## config.mk

```make
export PLATFORM = sky130hd
export DESIGN_NAME = lab3_sweep_ctrl
export DESIGN_NICKNAME = d
export VERILOG_FILES = /design/src/rtl/lab3_pkg.sv /design/src/rtl/lab3_sweep_ctrl.sv
export SDC_FILE = /design/constraint.sdc
export NUM_CORES = 1
export LEC_CHECK = 0
export BUFFER_PORTS_ARGS = -buffer_cell sky130_fd_sc_hd__buf_2
export CAP_MARGIN = 10
export CORE_MARGIN = 4
export CORE_UTILIZATION = 45
export CTS_CLUSTER_SIZE = 24
export DETAILED_ROUTE_END_ITERATION = 8
export MAX_ROUTING_LAYER = met4
export PLACE_DENSITY = 0.73
export SYNTH_ARGS = -nofsm -noshare
export SYNTH_HDL_FRONTEND = slang
export SYNTH_SLANG_ARGS = --single-unit
export TNS_END_PERCENT = 30
```

## constraint.sdc

```tcl
create_clock -name clk -period 6.8 [get_ports clk]
set_clock_uncertainty 0.2 [all_clocks]
set_input_delay 0.68 -clock clk [delete_from_list [all_inputs] [get_ports clk]]
set_output_delay 0.68 -clock clk [all_outputs]
set_load 0.02 [all_outputs]
```

## src/rtl/lab3_pkg.sv

```systemverilog
// Shared types and sizing for the lab3 self-test sweep controller.
package lab3_pkg;

  localparam int unsigned NUM_VEC = 8;
  localparam int unsigned RESP_W  = 2;
  localparam int unsigned IDX_W   = 3;
  localparam int unsigned TABLE_W = NUM_VEC * RESP_W;
  localparam int unsigned ERR_W   = 4;
  localparam int unsigned CNT_W   = 4;

  typedef enum logic [1:0] {
    IDLE,
    SETTLE,
    SAMPLE,
    DONE
  } sweep_state_t;

endpackage

```

## src/rtl/lab3_sweep_ctrl.sv

```systemverilog
// Steps lab3 through all eight input vectors, captures {x,y} after a settle
// time, and scores each response against a latched expected table.
module lab3_sweep_ctrl
  import lab3_pkg::*;
#(
  parameter int unsigned SETTLE_CYCLES = 2
) (
  input  logic                 clk,
  input  logic                 rst_n,
  input  logic                 start,
  input  logic [TABLE_W-1:0]   exp_table,
  output logic                 dut_a,
  output logic                 dut_b,
  output logic                 dut_c,
  input  logic                 dut_x,
  input  logic                 dut_y,
  output logic                 busy,
  output logic                 done,
  output logic                 pass,
  output logic [TABLE_W-1:0]   resp_table,
  output logic [ERR_W-1:0]     err_cnt,
  output logic [IDX_W-1:0]     first_err_idx
);

  sweep_state_t        state_q, state_d;
  logic [IDX_W-1:0]    idx_q, idx_d;
  logic [CNT_W-1:0]    cnt_q, cnt_d;
  logic [TABLE_W-1:0]  exp_q, exp_d;
  logic [IDX_W-1:0]    vec_d;
  logic                busy_d, done_d, pass_d;
  logic [TABLE_W-1:0]  resp_d;
  logic [ERR_W-1:0]    err_d;
  logic [IDX_W-1:0]    first_d;
  logic [RESP_W-1:0]   resp_now;
  logic [RESP_W-1:0]   exp_now;

  // State and all registered outputs.
  always_ff @(posedge clk or negedge rst_n) begin
    if (!rst_n) begin
      state_q                 <= IDLE;
      idx_q                   <= '0;
      cnt_q                   <= '0;
      exp_q                   <= '0;
      {dut_a, dut_b, dut_c}   <= '0;
      busy                    <= 1'b0;
      done                    <= 1'b0;
      pass                    <= 1'b0;
      resp_table              <= '0;
      err_cnt                 <= '0;
      first_err_idx           <= '0;
    end else begin
      state_q                 <= state_d;
      idx_q                   <= idx_d;
      cnt_q                   <= cnt_d;
      exp_q                   <= exp_d;
      {dut_a, dut_b, dut_c}   <= vec_d;
      busy                    <= busy_d;
      done                    <= done_d;
      pass                    <= pass_d;
      resp_table              <= resp_d;
      err_cnt                 <= err_d;
      first_err_idx           <= first_d;
    end
  end

  // Next state, sequencing and scoring.
  always_comb begin
    state_d  = state_q;
    idx_d    = idx_q;
    cnt_d    = cnt_q;
    exp_d    = exp_q;
    vec_d    = {dut_a, dut_b, dut_c};
    busy_d   = busy;
    done_d   = 1'b0;
    pass_d   = pass;
    resp_d   = resp_table;
    err_d    = err_cnt;
    first_d  = first_err_idx;
    resp_now = {dut_x, dut_y};
    exp_now  = exp_q[{idx_q, 1'b0} +: RESP_W];

    case (state_q)
      IDLE: begin
        vec_d  = '0;
        busy_d = 1'b0;
        if (start) begin
          state_d = SETTLE;
          exp_d   = exp_table;
          resp_d  = '0;
          err_d   = '0;
          first_d = '0;
          pass_d  = 1'b0;
          idx_d   = '0;
          cnt_d   = '0;
          busy_d  = 1'b1;
        end
      end

      SETTLE: begin
        vec_d = idx_q;
        if (cnt_q == CNT_W'(SETTLE_CYCLES - 1)) begin
          state_d = SAMPLE;
          cnt_d   = '0;
        end else begin
          cnt_d = cnt_q + CNT_W'(1);
        end
      end

      SAMPLE: begin
        resp_d[{idx_q, 1'b0} +: RESP_W] = resp_now;
        if (resp_now != exp_now) begin
          err_d = err_cnt + ERR_W'(1);
          if (err_cnt == '0) begin
            first_d = idx_q;
          end
        end
        // Explicit exit at the last vector keeps idx from wrapping.
        if (idx_q == IDX_W'(NUM_VEC - 1)) begin
          state_d = DONE;
          busy_d  = 1'b0;
          done_d  = 1'b1;
          vec_d   = '0;
          pass_d  = (err_d == '0);
        end else begin
          state_d = SETTLE;
          idx_d   = idx_q + IDX_W'(1);
          vec_d   = idx_q + IDX_W'(1);
        end
      end

      DONE: begin
        state_d = IDLE;
      end

      default: begin
        state_d = IDLE;
      end
    endcase
  end

endmodule

```

# After elaboration in Yosys (flattened, before gate mapping)
# Index checks and enable logic that the tools add are counted.
classes:
  reduce_logical: 14
  muxes: 29
  shift: 3
  n_addsub: 4
  n_eq_ne: 12
op_table:
  columns: ["operator", "count"]
  rows:
  - ["$pmux W16 S2", 1]
  - ["$bwmux W16", 1]
  - ["$mux W16", 1]
  - ["$mux W4", 4]
  - ["$pmux W4 S2", 2]
  - ["$shift A2 B6 Y16 const A", 1]
  - ["$shiftx A16 B5 Y2", 1]
  - ["$shiftx A2 B6 Y16", 1]
  - ["$mux W3", 5]
  - ["$ne A2 B2 Y1 const B", 6]
  - ["$pmux W3 S2", 2]
  - ["$reduce_and A2 Y1", 5]
  - ["$pmux W3 S3", 1]
  - ["$add A4 B1 Y4 const B", 2]
  - ["$logic_not A4 Y1", 2]
  - ["$pmux W2 S4", 1]
  - ["$mux W1", 6]
  - ["$mux W2", 3]
  - ["$neg A4 Y6", 1]
  - ["$reduce_and A3 Y1", 2]
  - ["$eq A2 B2 Y1 const B", 2]
  - ["$eq A4 B1 Y1 const B", 1]
  - ["$pmux W1 S2", 2]
  - ["$reduce_and A4 Y1", 1]
  - ["7 further kinds", 8]
word_totals:
  output_inout_bits: 29
  in_bits: 21
  wordCells: 75
  ff_bits: 54

# Logic depth before layout (Yosys ltp)
# Gate-level depths: netlist of run 1.
logic_depth:
  depth_word: 7
  ltp_mapped: 10
  ltp_nobuf: 9

# Least setup slack after synthesis of run 1
# OpenSTA, ideal clock, no wires.
synth_timing:
  path_kind: "reg2reg"
  startpoint: "reg idx_q[1]"
  endpoint: "reg resp_table[8]"
  required_ns: 6.465
  path_buffers: 1
  period_less_slack_ns: 2.560
  path_stages_with_launch: 10
  setup_ns: 0.135
  slack_ns: 4.240
  arrival_time_ns: 2.225
  path_cell_list: "dfrtp_1 -> clkbuf_1 -> inv_1 -> ha_1 -> ha_1 -> o31ai_1 -> nor4_1 -> o21ai_0 -> a22oi_1 -> o21ai_0"
synth_between:
  elab_chain_cells: 4
  word_cells_on_any_way: 5
  cone_classes: "add/sub (1); shift (2); mux (2)"
synth_rtl:
  columns: ["element", "line", "rtl"]
  rows:
  - ["from (decl)", "lab3_sweep_ctrl.sv:26", "logic [IDX_W-1:0] idx_q, idx_d;"]
  - ["from (signal assigned)", "lab3_sweep_ctrl.sv:53", "idx_q <= idx_d;"]
  - ["$neg A4 Y6 (*)", "lab3_sweep_ctrl.sv:110", "resp_d[{idx_q, 1'b0} +: RESP_W] = resp_now;"]
  - ["$shiftx A2 B6 Y16 / $shift A2 B6 Y16 (equally long branches)", "lab3_sweep_ctrl.sv:110", null]
  - ["$bwmux W16 (*)", "lab3_sweep_ctrl.sv:110", null]
  - ["$pmux W16 S2 (*)", "lab3_sweep_ctrl.sv:82", "case (state_q)"]
  - ["to (signal assigned)", "lab3_sweep_ctrl.sv:60", "resp_table <= resp_d;"]
  - ["to (decl)", "lab3_sweep_ctrl.sv:20", "output logic [TABLE_W-1:0] resp_table,"]
# Mark *: on every way between the ends. The rest lies on a longest branch, timed or not.
# A chain may end at the register's enable or synchronous reset.

# Final worst setup path of run 1
layout_timing:
  startpoint: "reg idx_q[0]"
  endpoint: "reg resp_table[9]"
# Same word-level chain as after synthesis.

==> results.md, run 1 <==
* Synth area leader: dfrtp_1
* Number of synthesized register bits at 54
* Die area at 7916 µm²
* Fmax at between 300 and 400 MHz
* Multi-input gate area at roughly 1500 µm²
* FF/Latch Area at approximately 1400 µm²
* Clk slew on worst S/H paths at around 0.10 ns
* HPWL Detailed at 4687 µm
* Gate power share at roughly half
* Max Slew Vio Count at 0
* Worst-margin pin slew at just over 1 ns
* Commonest non-fill, non-tap cell in the layout: dfrtp_1
* Final hold vios at 0
* Critical Path RT at slightly below 7 ns
* Core Footprint at between 6000 and 7000 µm²
* TNS Setup at 0 ns
* Placed Cells at 407
* Share of cells above drive strength 1 at around 25%
* Port Buf Inserts at 49
* Mapped Cells at 294
* Synthesized area at slightly below 3000 µm²
* Syn_nets at 331
* Worst R2R Setup Slack at 3.64 ns
* RR Endpoint: resp_table[9]
* Root Driver: clkbuf_8
* Row count at 29
* DR pass1 iterations at 4
* CP Data Arrival Time at approximately 3.1 ns
* Total Routing Usage GR at approximately 18%
* First-pass GRT wire length at 10,830 µm
* Main synth FF type: dfrtp_1
* Async set or reset register ratio after synthesis at 100.0%
* Min cycle time layout at about 3.2 ns
* Skew-Pair Late Insertion Delay at about 0.30 ns
* Post-CTS Repair Setup Buffers at 0
* Via/cell ratio at roughly 5.6
* Maximum vdd drop at 0.0002189 V
* Share of power burned in the clock network at between 10% and 20%
* Hold-critical path depth at 2
* Hold Slack at roughly 0.28 ns
* GP Congestion at around 0.84
* Status: finished clean
* Power Density at just over 400 nW/µm²
* Cell Count, Final, Fillers Out at ~420
* Sw Pwr at 594.6 µW
* Post-route ant nets at 0
* CTS max path bufs at 2
* Chip width at 88.97 µm
* Nature of the critical path startpoint: flip-flop
* Pin count of the biggest net entering global routing at 55
* Crit share post-route at between 40% and 50%
* FF-to-FF path depth at 8
* 1st-iter DRT viols at 100
* Endpoints failing setup at 0
* Largest cells by area after synthesis: dfrtp_1, ha_1, mux2_2, nand2_1, o21ai_0
* Vias in the first global route at 2,337
* Post-DR wirelength/cell at 15.20 µm
* Max cap viols at 0
* Critical path destination: resp_table[9]
* Clk sinks at 54
* Initial Utilization at about 46%
* Final #Nets at 374
* Post-synth EDFFs at 0
* Utilization after layout at approximately 53%
* Fillers at approximately 600
* CTS tree: built
* Commonest cells after routing, fill and taps aside: dfrtp_1, buf_2, nand2_1
* H-tree depth at 2
* Die height at approximately 89 µm
* Min-delay worst type: flip-flop to flip-flop
* IO Pins at 50
* Synth Area per Inst at about 10 µm²
* Drt drc at 0
* Cell Int Power at just under 800 µW
* Vias at 2,307
* Dpl cell area at ~3200 µm²
* RR Startpoint: idx_q[0]
* Total detailed-routing wirelength at between 6000 and 7000 µm
* Seq pwr share at 36.2%
* Num CTS Buffers at 5
* Post-Layout Inst Area at 3346 µm²
* Sequential area share after synthesis at between 40% and 50%
* Hold_buf cts at 0
* Initial antenna violation count at 0
* Synth-to-Final Area Change at 13.40%
* Cts repair resizes at 0
* RSZ-0062 raised after global routing: false
* Endpoint class of the critical path: flip-flop
* Pleak at between 1.5 and 2 nW
* Top cell type's share of synthesized area at a little under half
* GRT overflow at 0
* Slew headroom at between 30% and 40%
* Worst setup path startpoint: idx_q[0]
* Switching Fraction at 42.78%
* Warnings from Yosys at 0
* Critical path class: flip-flop to flip-flop
* N_diodes at 0
* Crit Path Max Fanout at 15
* Netlist cell types at 44
-- critical path, stage by stage (launching register included) --
cell and delay, ns:
dfrtp_1 0.70, inv_1 0.22, ha_1 0.28, ha_1 0.35, o31ai_1 0.13, nor4_1 0.67
o21ai_0 0.18, a22oi_1 0.19, o21ai_0 0.13
-- through the flow --
stage	total power [mW]	setup slack [ns]
floorplan	1.017	4.240
global placement	1.159	3.706
detailed placement	1.182	3.658
CTS	1.397	3.610
global route	1.506	3.205
finish	1.390	3.636
-- logic make-up (layout without fill, tap and decap cells) --
kind of cell / Yosys count / count (layout) / share of synthesized area, %
flip-flops: 54 / 54 / 45.80
buffers and inverters: 31 / 75 / 4.283
XOR/XNOR: 4 / 4 / 1.442
AND/OR/NAND/NOR: 87 / 87 / 12.89
AO/OA/AOI/OAI: 75 / 75 / 16.54
adder cells (fa/ha/maj): 16 / 16 / 6.785
multiplexers: 27 / 27 / 12.26
-- state kept, by name, summed over array words and instances, names as in the netlist --
| name | flops |
|---|---|
| err_cnt | 4 |
| dut_b | 1 |
| dut_a | 1 |
| dut_c | 1 |
| first_err_idx | 3 |
| state_q | 2 |
| cnt_q | 4 |
| exp_q | 16 |
| busy | 1 |
| pass | 1 |
| done | 1 |
| idx_q | 3 |
| resp_table | 16 |
-- area by class of cell --
cell class | instances | share of cell area [%]
multi-input combinational | 209 | 44.02
sequential | 54 | 40.39
timing repair buffer | 50 | 7.554
tap | 77 | 2.880
clock buffer | 5 | 2.057
inverter | 17 | 1.907
clock inverter | 3 | 1.197
-- cell usage after synthesis (2+ instances only) --
library cell and number:
dfrtp_1 54, nand2_1 43, o21ai_0 23, nor2_1 21
mux2_2 17, ha_1 16, inv_1 16, a21oi_1 12
clkbuf_1 10, a32o_1 8, a22oi_1 6, a21o_1 5
a31oi_1 5, mux2i_1 5, nor3_1 5, nand3_1 4
o22ai_1 4, nor4_1 3, a21oi_2 2, buf_2 2
mux4_1 2, mux4_2 2, nand2b_1 2, nand3b_1 2
nor2b_1 2, o21ai_1 2, o221ai_1 2, o31ai_1 2
xnor2_1 2
-- routing by layer --
layer	up-vias	global-route usage (%)	part of all wire, %
li1	1133	-	-
met1	1109	22.61	47
met2	59	29.08	47
met3	6	4.240	5.6
met4	0	4.736	0.79
met5	-	-	0
-- how the worst min path moves through the flow --
stage | startpoint | endpoint | slack (ns)
after floorplan | rst_n | busy | 0.18
after global placement | resp_table[15] | resp_table[15] | 0.27
after detailed placement | resp_table[15] | resp_table[15] | 0.27
after CTS | resp_table[15] | resp_table[15] | 0.29
after global routing | resp_table[10] | resp_table[10] | 0.32
final | resp_table[15] | resp_table[15] | 0.28
-- power groups by stage --
| stage | registers [mW] | clock network (mW) | logic (mW) |
|---|---|---|---|
| 6_report | 0.504 | 0.213 | 0.673 |
| 5_1_grt | 0.517 | 0.233 | 0.756 |
| 4_1_cts | 0.503 | 0.219 | 0.675 |
| 3_5_place_dp | 0.510 | 0 | 0.672 |
| 3_3_place_gp | 0.502 | 0 | 0.657 |
| 2_1_floorplan | 0.500 | 0 | 0.517 |
Note: power is estimated with default switching activity, not from simulation.
==> run 2: changes to the inputs <==
--- a/config.mk
+++ b/config.mk
@@ -12,7 +12,7 @@
 export CTS_CLUSTER_SIZE = 24
 export DETAILED_ROUTE_END_ITERATION = 8
 export MAX_ROUTING_LAYER = met4
-export PLACE_DENSITY = 0.73
+export PLACE_DENSITY = 0.76
 export SYNTH_ARGS = -nofsm -noshare
 export SYNTH_HDL_FRONTEND = slang
 export SYNTH_SLANG_ARGS = --single-unit
==> constraint.sdc (replaced) <==
create_clock -name clk -period 2.65 [get_ports clk]
set_clock_uncertainty 0.2 [all_clocks]
set_input_delay 0.265 -clock clk [delete_from_list [all_inputs] [get_ports clk]]
set_output_delay 0.265 -clock clk [all_outputs]
set_load 0.02 [all_outputs]
==> run 2 against run 1 <==
Fmax grew 29%. Sequential share of layout area shrank 2.9 points. Clock power grew to 2.6 times the previous value. Routed wire length grew 7.0%. Worst setup slack lost 3.4 ns. Final cell count grew 7.0%. Combinational power grew to 2.8 times the previous value. Total power grew to 2.7 times the previous value. Sequential power grew to 2.5 times the previous value. Die area is the same. Largest cell class unchanged. Largest power group unchanged. Highest routed layer unchanged.
==> results.md, run 2 (same netlist as run 1, synthesis figures left out) <==
* Die area at between 7000 and 8000 µm²
* Synth-to-Final Area Change at 22.31%
* Port Buf Inserts at 49
* RSZ-0062 raised after global routing: false
* Commonest non-fill, non-tap cell in the layout: dfrtp_1
* Final hold vios at 0
* Endpoints failing setup at 0
* Worst-margin pin slew at roughly 0.8 ns
* HP Start: dut_x
* FF/Latch Area at 1353 µm²
* 1st-iter DRT viols at roughly 160
* Min cycle time layout at between 2 and 2.5 ns
* Skew-Pair Late Insertion Delay at between 0.3 and 0.4 ns
* Top Registers: exp_q (16), resp_table (16)
* N_diodes at 0
* Crit share post-route at approximately 93%
* Total detailed-routing wirelength at 6752 µm
* Via/cell ratio at around 5.4
* Vias in the first global route at approximately 2,500
* Clk sinks at 54
* First-pass GRT wire length at 11,950 µm
* HPWL Detailed at 4859 µm
* Initial antenna violation count at 0
* Fmax at 407.0 MHz
* Min-delay worst type: primary input to flip-flop
* Cell Count, Final, Fillers Out at about 440
* Critical path class: flip-flop to flip-flop
* Slew headroom at 45.84%
* Share of cells above drive strength 1 at 25.89%
* Die height at ~89 µm
* Worst setup path startpoint: idx_q[1]
* Chip width at roughly 89 µm
* Status: finished clean
* Max cap viols at 0
* TNS Setup at 0 ns
* CTS max path bufs at 2
* Hold Slack at about 0.12 ns
* Post-DR wirelength/cell at around 15 µm
* Maximum vdd drop at slightly above 0.0005 V
* CP Data Arrival Time at 2.45 ns
* Initial Utilization at a little under half
* Fillers at about 550
* Post-CTS Repair Setup Buffers at 0
* H-tree depth at 2
* Final #Nets at 403
* GRT overflow at 0
* Total Routing Usage GR at 19.91%
* Nature of the critical path startpoint: flip-flop
* Clk slew on worst S/H paths at about 0.1 ns
* Power Density at a little over 1000 nW/µm²
* Critical Path RT at between 2 and 3 ns
* CTS tree: built
* Core Footprint at between 6000 and 7000 µm²
* Row count at 29
* Commonest cells after routing, fill and taps aside: dfrtp_1, buf_2, nand2_1
* Pleak at around 1.7 nW
* Drt drc at 0
* IO Pins at 50
* Final Power at roughly 3.7 mW
* Root Driver: clkbuf_8
* Max Slew Vio Count at 0
* Multi-input gate area at around 1500 µm²
* Pin count of the biggest net entering global routing at 23
* Placed Cells at 419
* Num CTS Buffers at 5
* RR Startpoint: idx_q[1]
* Post-route ant nets at 0
* Vias at between 2,000 and 2,500
* GP Congestion at 0.8380
* Endpoint class of the critical path: flip-flop
* Crit Path Max Fanout at 9
* DR pass1 iterations at 4
==> run 2: final cells by class <==
cell class | count | area share (%)
clock buffers | 6 | 2.011
clock inverters | 2 | 1.040
inverters | 17 | 1.768
multi-input cells | 209 | 40.81
flip-flops and latches | 54 | 37.48
well taps | 77 | 2.670
repair buffers | 79 | 14.22
==> run 2: per-layer routing <==
| metal | track usage, % | up-vias | routed length (µm) |
|---|---|---|---|
| li1 | - | 1186 | - |
| met1 | 25.78 | 1169 | 3016 |
| met2 | 32.46 | 55 | 3371 |
| met3 | 3.871 | 6 | 295 |
| met4 | 4.871 | 0 | 68 |
| met5 | - | - | 0 |
==> run 2: worst max-delay path, stage by stage, from the launching register on <==
cell     delay [ns]
dfrtp_1        0.53
inv_1          0.14
ha_1           0.22
ha_1           0.34
o31ai_1        0.13
nor4_1         0.22
buf_4          0.19
o21ai_0        0.09
a22oi_1        0.15
o21ai_0        0.11
==> run 2: report_power, final <==
group | internal (mW) | total [mW] | leakage (nW) | switching (mW)
logic | 0.805 | 1.88 | 0.965 | 1.07
clock network | 0.282 | 0.553 | 0.0514 | 0.271
registers | 1.06 | 1.28 | 0.705 | 0.220
==> run 2: worst paths after layout <==
| check | to | slack, ns | cells past startpoint |
|---|---|---|---|
| min | resp_table[7] | 0.12 | 3 |
| min reg2reg | resp_table[15] | 0.29 | 2 |
| max reg2reg | resp_table[9] | 0.19 | 9 |
| min in group asynchronous | exp_q[8] | 0.20 | 2 |
| max in group asynchronous | err_cnt[3] | 1.44 | 3 |
| max | resp_table[9] | 0.19 | 9 |
==> run 2: per-stage QoR <==
stage / util, % / worst slack, ns / area (µm²)
after global placement: 52.39 / 0.1327 / 3327
after floorplan: - / 0.08956 / 2950
after detailed placement: 52.39 / 0.08849 / 3327
after global routing: 56.83 / 0.003842 / 3608
final: 56.83 / 0.1931 / 3608
after CTS: 56.81 / 0.06718 / 3607
==> run 2: what timing repair did <==
item,4_1_cts,5_1_grt
hold buffers,17,0
resized for setup,0,1
setup endpoints to repair,0,10
hold endpoints to repair,34,0
